--- config.mk ---
export PLATFORM = sky130hd
export DESIGN_NAME = a2d_rr_sampler
export DESIGN_NICKNAME = d
export VERILOG_FILES = /design/src/rtl/segway_pkg.sv /design/src/rtl/spi_mnrch16.sv /design/src/rtl/a2d_rr_sampler.sv
export SDC_FILE = /design/constraint.sdc
export NUM_CORES = 1
export LEC_CHECK = 0
export CAP_MARGIN = 20
export CORE_AREA = 2 2 95 116
export DETAILED_ROUTE_END_ITERATION = 8
export DIE_AREA = 0 0 97 118
export PLACE_DENSITY = 0.55
export RECOVER_POWER = 100
export SETUP_SLACK_MARGIN = 0.05
export SLEW_MARGIN = 25
export SYNTH_ARGS = -nofsm -noshare
export SYNTH_HDL_FRONTEND = slang
export SYNTH_SLANG_ARGS = --single-unit
--- constraint.sdc ---
create_clock -name clk -period 1.8 [get_ports clk]
set_input_delay 0.36 -clock clk [delete_from_list [all_inputs] [get_ports clk]]
set_output_delay 0.36 -clock clk [all_outputs]
set_load 0.03 [all_outputs]
--- src/rtl/segway_pkg.sv ---
// Shared Segway types and constants: round-robin channel enum, default ADC channel map, ADC command helper.
// Latency: n/a (package only).
// Backpressure: n/a (package only).
package segway_pkg;

    localparam int A2D_CMD_W = 16;

    // Default ADC128S channel assignment on the Segway board
    localparam logic [2:0] CH_LFT_DFLT  = 3'd0;
    localparam logic [2:0] CH_RGHT_DFLT = 3'd4;
    localparam logic [2:0] CH_BATT_DFLT = 3'd5;

    // Round-robin slot; encoding 2'b11 is never produced and is treated as LFT
    typedef enum logic [1:0] {
        RR_LFT  = 2'd0,
        RR_RGHT = 2'd1,
        RR_BATT = 2'd2
    } rr_ch_t;

    function automatic rr_ch_t rr_next(input rr_ch_t cur);
        rr_ch_t nxt_ch;
        case (cur)
            RR_LFT:  nxt_ch = RR_RGHT;
            RR_RGHT: nxt_ch = RR_BATT;
            default: nxt_ch = RR_LFT;
        endcase
        return nxt_ch;
    endfunction

    // ADC128S control word: channel address sits in bits [13:11]
    function automatic logic [A2D_CMD_W-1:0] a2d_cmd(input logic [2:0] chnl);
        return {2'b00, chnl, 11'h000};
    endfunction

endpackage

--- src/rtl/spi_mnrch16.sv ---
// Generic 16-bit SPI master (mode 3: SCLK idles high, MOSI changes on fall, MISO sampled on rise).
// Latency: wrt -> done = 16*2**SCLK_DIV_W + 2**(SCLK_DIV_W-1) clk (front porch, 16 bits, back porch).
// Backpressure: wrt is only accepted while idle; wrt during a frame is ignored.
// Ports: clk/rst_n; wrt + wt_data start a frame; done pulses 1 clk with rd_data valid;
//        SS_n/SCLK/MOSI/MISO are the serial pins.
module spi_mnrch16 #(
    parameter int SCLK_DIV_W = 5
) (
    input  logic        clk,
    input  logic        rst_n,
    input  logic        wrt,
    input  logic [15:0] wt_data,
    output logic        done,
    output logic [15:0] rd_data,
    output logic        SS_n,
    output logic        SCLK,
    output logic        MOSI,
    input  logic        MISO
);

    // Every phase lasts half an SCLK period
    localparam int HW = SCLK_DIV_W - 1;

    typedef enum logic [2:0] {
        SPI_IDLE,
        SPI_PORCH,
        SPI_LOW,
        SPI_HIGH,
        SPI_BACK
    } spi_st_t;

    spi_st_t       st_q, st_d;
    logic [HW-1:0] div_q, div_d;
    logic [3:0]    bit_cnt_q, bit_cnt_d;
    logic [15:0]   tx_q, tx_d;
    logic [15:0]   rx_q, rx_d;
    logic          ss_n_q, ss_n_d;
    logic          sclk_q, sclk_d;
    logic          done_q, done_d;
    logic          half_end;

    assign half_end = (div_q == {HW{1'b1}});

    always_comb begin
        st_d      = st_q;
        div_d     = div_q;
        bit_cnt_d = bit_cnt_q;
        tx_d      = tx_q;
        rx_d      = rx_q;
        ss_n_d    = ss_n_q;
        sclk_d    = sclk_q;
        done_d    = 1'b0;
        if (st_q != SPI_IDLE) begin
            div_d = div_q + 1'b1;
        end
        case (st_q)
            SPI_IDLE: begin
                if (wrt) begin
                    ss_n_d    = 1'b0;
                    tx_d      = wt_data;
                    div_d     = '0;
                    bit_cnt_d = '0;
                    st_d      = SPI_PORCH;
                end
            end
            SPI_PORCH: begin
                // First fall: bit 15 is already on MOSI, so no shift here
                if (half_end) begin
                    sclk_d = 1'b0;
                    st_d   = SPI_LOW;
                end
            end
            SPI_LOW: begin
                if (half_end) begin
                    sclk_d    = 1'b1;
                    rx_d      = {rx_q[14:0], MISO};
                    bit_cnt_d = bit_cnt_q + 4'd1;
                    st_d      = (bit_cnt_q == 4'd15) ? SPI_BACK : SPI_HIGH;
                end
            end
            SPI_HIGH: begin
                if (half_end) begin
                    sclk_d = 1'b0;
                    tx_d   = {tx_q[14:0], 1'b0};
                    st_d   = SPI_LOW;
                end
            end
            SPI_BACK: begin
                // SCLK already high after the 16th rise; hold half a period then release SS_n
                if (half_end) begin
                    ss_n_d = 1'b1;
                    done_d = 1'b1;
                    st_d   = SPI_IDLE;
                end
            end
            default: begin
                ss_n_d = 1'b1;
                sclk_d = 1'b1;
                st_d   = SPI_IDLE;
            end
        endcase
    end

    always_ff @(posedge clk or negedge rst_n) begin
        if (!rst_n) begin
            st_q      <= SPI_IDLE;
            div_q     <= '0;
            bit_cnt_q <= '0;
            tx_q      <= '0;
            rx_q      <= '0;
            ss_n_q    <= 1'b1;
            sclk_q    <= 1'b1;
            done_q    <= 1'b0;
        end else begin
            st_q      <= st_d;
            div_q     <= div_d;
            bit_cnt_q <= bit_cnt_d;
            tx_q      <= tx_d;
            rx_q      <= rx_d;
            ss_n_q    <= ss_n_d;
            sclk_q    <= sclk_d;
            done_q    <= done_d;
        end
    end

    assign done    = done_q;
    assign rd_data = rx_q;
    assign SS_n    = ss_n_q;
    assign SCLK    = sclk_q;
    assign MOSI    = ss_n_q ? 1'b0 : tx_q[15];

endmodule

--- src/rtl/a2d_rr_sampler.sv ---
// Round-robin ADC128S sampler: each nxt converts lft -> rght -> batt via a command frame then a read frame.
// Latency: nxt -> smpl_vld about 2 SPI frames + 3 clk (~1060 clk at SCLK_DIV_W=5).
// Backpressure: none; nxt outside IDLE (including the READ done clk) is dropped, never queued.
// Ports: clk/rst_n; nxt request; lft_ld/rght_ld/batt holding registers with smpl_vld update pulse;
//        SS_n/SCLK/MOSI/MISO to the ADC.
module a2d_rr_sampler
    import segway_pkg::*;
#(
    parameter int         SCLK_DIV_W = 5,
    parameter logic [2:0] CH_LFT     = CH_LFT_DFLT,
    parameter logic [2:0] CH_RGHT    = CH_RGHT_DFLT,
    parameter logic [2:0] CH_BATT    = CH_BATT_DFLT
) (
    input  logic        clk,
    input  logic        rst_n,
    input  logic        nxt,
    output logic [11:0] lft_ld,
    output logic [11:0] rght_ld,
    output logic [11:0] batt,
    output logic        smpl_vld,
    output logic        SS_n,
    output logic        SCLK,
    output logic        MOSI,
    input  logic        MISO
);

    typedef enum logic [1:0] {
        ST_IDLE,
        ST_CMD,
        ST_GAP,
        ST_READ
    } a2d_st_t;

    a2d_st_t              st_q, st_d;
    rr_ch_t               ptr_q, ptr_d;
    logic [11:0]          lft_q, lft_d;
    logic [11:0]          rght_q, rght_d;
    logic [11:0]          batt_q, batt_d;
    logic                 smpl_vld_q, smpl_vld_d;
    logic                 wrt;
    logic [2:0]           chnl;
    logic [A2D_CMD_W-1:0] cmd;
    logic                 done;
    logic [15:0]          rd_data;
    logic [3:0]           rx_hi_unused;

    // The ADC returns the result of the channel addressed in the previous frame,
    // so the read frame re-sends the same command word.
    always_comb begin
        case (ptr_q)
            RR_RGHT: chnl = CH_RGHT;
            RR_BATT: chnl = CH_BATT;
            default: chnl = CH_LFT;
        endcase
    end

    assign cmd          = a2d_cmd(chnl);
    assign rx_hi_unused = rd_data[15:12];

    always_comb begin
        st_d       = st_q;
        ptr_d      = ptr_q;
        lft_d      = lft_q;
        rght_d     = rght_q;
        batt_d     = batt_q;
        smpl_vld_d = 1'b0;
        wrt        = 1'b0;
        case (st_q)
            ST_IDLE: begin
                if (nxt) begin
                    wrt  = 1'b1;
                    st_d = ST_CMD;
                end
            end
            ST_CMD: begin
                if (done) begin
                    st_d = ST_GAP;
                end
            end
            ST_GAP: begin
                wrt  = 1'b1;
                st_d = ST_READ;
            end
            ST_READ: begin
                if (done) begin
                    case (ptr_q)
                        RR_RGHT: rght_d = rd_data[11:0];
                        RR_BATT: batt_d = rd_data[11:0];
                        default: lft_d  = rd_data[11:0];
                    endcase
                    smpl_vld_d = 1'b1;
                    ptr_d      = rr_next(ptr_q);
                    st_d       = ST_IDLE;
                end
            end
            default: st_d = ST_IDLE;
        endcase
    end

    always_ff @(posedge clk or negedge rst_n) begin
        if (!rst_n) begin
            st_q       <= ST_IDLE;
            ptr_q      <= RR_LFT;
            lft_q      <= 12'h000;
            rght_q     <= 12'h000;
            batt_q     <= 12'h000;
            smpl_vld_q <= 1'b0;
        end else begin
            st_q       <= st_d;
            ptr_q      <= ptr_d;
            lft_q      <= lft_d;
            rght_q     <= rght_d;
            batt_q     <= batt_d;
            smpl_vld_q <= smpl_vld_d;
        end
    end

    spi_mnrch16 #(
        .SCLK_DIV_W (SCLK_DIV_W)
    ) u_spi (
        .clk     (clk),
        .rst_n   (rst_n),
        .wrt     (wrt),
        .wt_data (cmd),
        .done    (done),
        .rd_data (rd_data),
        .SS_n    (SS_n),
        .SCLK    (SCLK),
        .MOSI    (MOSI),
        .MISO    (MISO)
    );

    assign lft_ld   = lft_q;
    assign rght_ld  = rght_q;
    assign batt     = batt_q;
    assign smpl_vld = smpl_vld_q;

endmodule

# Word level (Yosys, flattened, before mapping)
# Cells that the tools add are included.
# totals
ff_bits	83
inputBits	4
word_cells	92
# op_classes
add_sub_neg	2
n_eq_ne	19
mux	33
bitwise	3
n_reduce_logical	21
# ops
cell	n
$mux W16	2
$pmux W16 S2	1
$reduce_and A3 Y1	8
$mux W4	5
$mux W3	5
$ne A2 B1 Y1 const B	7
$pmux W3 S4	1
$mux W1	9
$add A4 B1 Y4 const B	2
$eq A4 B4 Y1 const B	2
$pmux W2 S4	1
$pmux W4 S2	1
$eq A2 B2 Y1 const B	3
$eq A3 B2 Y1 const B	2
$mux W2	3
$pmux W1 S3	2
$pmux W3 S2	1
$reduce_or A2 Y1	3
$eq A2 B1 Y1 const B	2
$logic_not A2 Y1	2
$pmux W2 S2	1
$reduce_and A2 Y1	2
$reduce_and A4 Y1	1
$reduce_bool A2 Y1	2
8 further kinds	10

# Logic depth before layout (Yosys ltp)
# logic_depth
ltp_word	4
ltp_mapped	5
ltp_nobuf	5

# Hierarchy
# Synthesis repeated with hierarchy kept, for this count alone.
# hier_totals
hier_cells	277
area_unflattened_um2	3799.9
# by_module_without_submodules
mod	instances	cells_each	area_each_um2	seq_area_each_um2
spi_mnrch16	1	167	2085.8	1153.6
a2d_rr_sampler	1	110	1714.1	1026.0

# Least setup slack after synthesis
# OpenSTA, ideal clock, no wires.
# synth_timing
path_kind	register to register
startpoint	register u_spi.div_q[0]
endpoint	register u_spi.rx_q[10], in the netlist u_spi.rd_data[10]
arrival_time_ns	1.491
t_required_ns	1.675
setup_slack_ns	0.185
path_stages_with_launch	6
cell_sequence	dfrtp_1 -> ha_1 -> and3_1 -> nand2_1 -> buf_2 -> mux2_2
# synth_via
elab_chain_len	2
# synth_rtl
item	line	rtl
from (decl)	spi_mnrch16.sv:33	logic [HW-1:0] div_q, div_d;
from (signal assigned)	spi_mnrch16.sv:116	div_q <= div_d;
$eq A4 B4 Y1	spi_mnrch16.sv:42	assign half_end = (div_q == {HW{1'b1}});
$reduce_and A2 Y1 (no line)	n/a	
to (signal assigned)	spi_mnrch16.sv:119	rx_q <= rx_d;
to (decl)	spi_mnrch16.sv:36	logic [15:0] rx_q, rx_d;
# Every way passes these cells.
# A chain may end at the register's enable or synchronous reset.

# Final worst setup path
# layout_timing
startpoint	register rght_q[9], in the netlist rght_ld[9]
endpoint	output rght_ld[9]
# layout_rtl
item	line	rtl
from (decl)	a2d_rr_sampler.sv:37	logic [11:0] rght_q, rght_d;
from (signal assigned)	a2d_rr_sampler.sv:112	rght_q <= rght_d;
to (decl)	a2d_rr_sampler.sv:18	output logic [11:0] rght_ld,
# No word-level cell between the ends.

==> reports/metrics.yaml <==
finish:
  final_cell_mix: "dfrtp_1 (70), mux2_2 (48), clkbuf_1 (21)"
  layout_commonest_cell: "dfrtp_1"
  syn_to_final_growth_pct: 26.1
  num-nets-final: 297
  multiInputGateArea_mm2: 0.00114
  ff_latch_area_mm2: 0.00180
  drive_gt1_frac: 0.275
  diodes: 0
  fillers: 1020
power:
  clkPwrFrac: 0.495
  switching_share: 0.214
  ir_drop_v: 0.000434
  p_comb_frac: 0.012
  p_leak_nw: 1.82
  p_sw_mw: 0.704
  intPower_mw: 2.59
  seq_power_share: 0.493
  powerDensity_mw_per_mm2: 863
  p_total_mw: 3.30
global_route:
  use_met1: 0.146
  met2_usage: 0.174
  grt.overflow.total: 0
  grt_max_degree: 73
  antenna_found_initial: 0
  gr-usage-met3: 0.0374
  grt_pass1_wl_um: 10500
  top_usage_layer: "met2"
  grt_pass1_vias: 2084
  grt.total_usage: 0.115
timing:
  hold_viol: 0
  relSlewSlack: 0.338
  rsz0062_at_grt: "false"
  period_share: 0.955
  worst_pin_slew_ns: 0.992
  skew_ns: 0.00433
  setup_viol: 0
  fin_setup_tns_ns: 0
  slew_violations: 0
  fmax_mhz: 581
  layout_min_cycle_time_ns: 1.72
yosys:
  synth.net_count: 236
  async_flop_share: 1.00
  synth-edff-count: 0
  ys_seq_area_frac: 0.595
  avgSynthCellArea_um2: 13.7
  netlist_instances: 221
  synthesis.area_mm2: 0.00303
  yosysWarnings: 0
  ys_types: 38
  synth-main-ff-cell: "dfrtp_1"
  ys_seq_elements: 72
clock_tree:
  path_clk_slew_ns: 0.06
  h-tree-depth: 3
  post_cts_buffers: 0
  cts_hold_buf: 0
  cts_buffers: 9
  cts_root_buf: "clkbuf_16"
  cts_max_path_buffers: 2
  cts_resized: 6
  cts_tree: "built"
  clock_sinks: 72
  worst_skew_pair.late_latency_ns: 0.33
setup_path:
  cp.required_ns: 1.44
  cpPeakStageDelay_ns: 0.67
  critPathLaunchType: "flip-flop"
  crit_family: "buffers and inverters"
  cp_max_fo: 2
  path_class: "reg -> out"
  cp-end-kind: "primary output"
  crit_path_cell_trace: "clkdlybuf4s50_1"
  arrival_ns: 1.36
  critPathBufInv: 1
  critical-path-slowest-cell: "clkdlybuf4s50_1"
run:
  maxCapViolations: 0
floorplan:
  rows: 41
  start_util: 0.294
  die_h_um: 118
  core_region_area_mm2: 0.0103
  die-area_mm2: 0.0114
  pin_count: 44
  die_w_um: 97
route:
  dr.pass1.iters: 5
  drtAntennaViolNets: 0
  vias: 1982
  wl_per_cell_um: 15.2
  drc: 0
  wl_um: 6340
  drtIter0Drc: 75
  vias_per_cell: 4.76
place:
  routabilityCongestion: 0.764
  dpl.hpwl_um: 4190
  port_buffers: 43
status:
  status: "finished, final reports clean"
worst_hold_path:
  hp-class: "in -> async"
-- power by group through the flow --
stage | Sequential (mW) | Clock [mW] | Combinational, mW
floorplan | 1.65 | 0 | 0.00211
CTS | 1.62 | 1.68 | 0.0470
global route | 1.62 | 1.75 | 0.0473
detailed placement | 1.65 | 0 | 0.0469
finish | 1.62 | 1.63 | 0.0397
global placement | 1.65 | 0 | 0.0465
-- path summary, 6_finish.rpt --
check / startpoint / endpoint / slack (ns) / cells after the start
max reg2reg: st_q[0] / lft_ld[7] / 0.14 / 5
min: rst_n / batt[10] / 0.29 / 2
min in group clk: u_spi.tx_q[13] / u_spi.tx_q[14] / 0.50 / 1
max in group asynchronous: rst_n / u_spi.bit_cnt_q[2] / 0.86 / 2
max: rght_ld[9] / rght_ld[9] / 0.08 / 1
min reg2reg: u_spi.tx_q[13] / u_spi.tx_q[14] / 0.50 / 1
-- cell usage after synthesis, drive strengths merged, types with 3 or more instances --
cell type | number | area share
nand2 | 4 | 0.0050
o21ai | 6 | 0.0099
nor2 | 5 | 0.0062
a22o | 5 | 0.014
a21oi | 6 | 0.0099
or4 | 3 | 0.0074
inv | 10 | 0.012
nor3 | 4 | 0.0066
ha | 11 | 0.045
buf | 7 | 0.013
dfrtp | 70 | 0.58
mux2i | 4 | 0.013
nand3 | 10 | 0.017
mux2 | 49 | 0.18
-- through the flow --
step | util | setup slack, ns | hold WS (ns) | area [µm²] | std cells
floorplan | - | 0.185 | 0.0644 | 3030 | 221
global placement | 0.359 | 0.104 | 0.421 | 3700 | 400
detailed placement | 0.359 | 0.0799 | 0.426 | 3700 | 400
CTS | 0.385 | 0.0511 | 0.0683 | 3970 | 416
global route | 0.371 | 0.0331 | 0.372 | 3820 | 416
finish | 0.371 | 0.0801 | 0.288 | 3820 | 416
-- layout make-up --
cell class,count,share of cell area
Tap cell,129,0.0422
Timing Repair Buffer,59,0.106
Sequential cell,72,0.472
Inverter,10,0.00982
Multi-Input combinational cell,130,0.298
Clock inverter,5,0.00851
Clock buffer,11,0.0635
-- routing by layer --
layer  up-vias  wire length [µm]
met5         -                 0
met4         0               105
met3         9               321
met2        50              3020
met1      1003              2890
li1        920                 -
-- cell families (layout without fill, tap and decap cells) --
kind of cell,after synthesis,after routing,synth area share
buf+inv,19,85,0.0277
flops,72,72,0.595
simple gates,39,39,0.0739
compound gates,27,27,0.0627
fa+ha+maj,11,11,0.0454
mux,53,53,0.195
-- state kept, by name (all words and copies together) (netlist names) --
register	count
u_spi.div_q	4
st_q	2
u_spi.done	1
u_spi.bit_cnt_q	4
u_spi.rd_data	12
u_spi.SS_n	1
lft_ld	12
ptr_q	2
rght_ld	12
smpl_vld	1
u_spi.SCLK	1
u_spi.tx_q	5
batt	12
u_spi.st_q	3
Note: power is estimated with default switching activity, not from simulation.
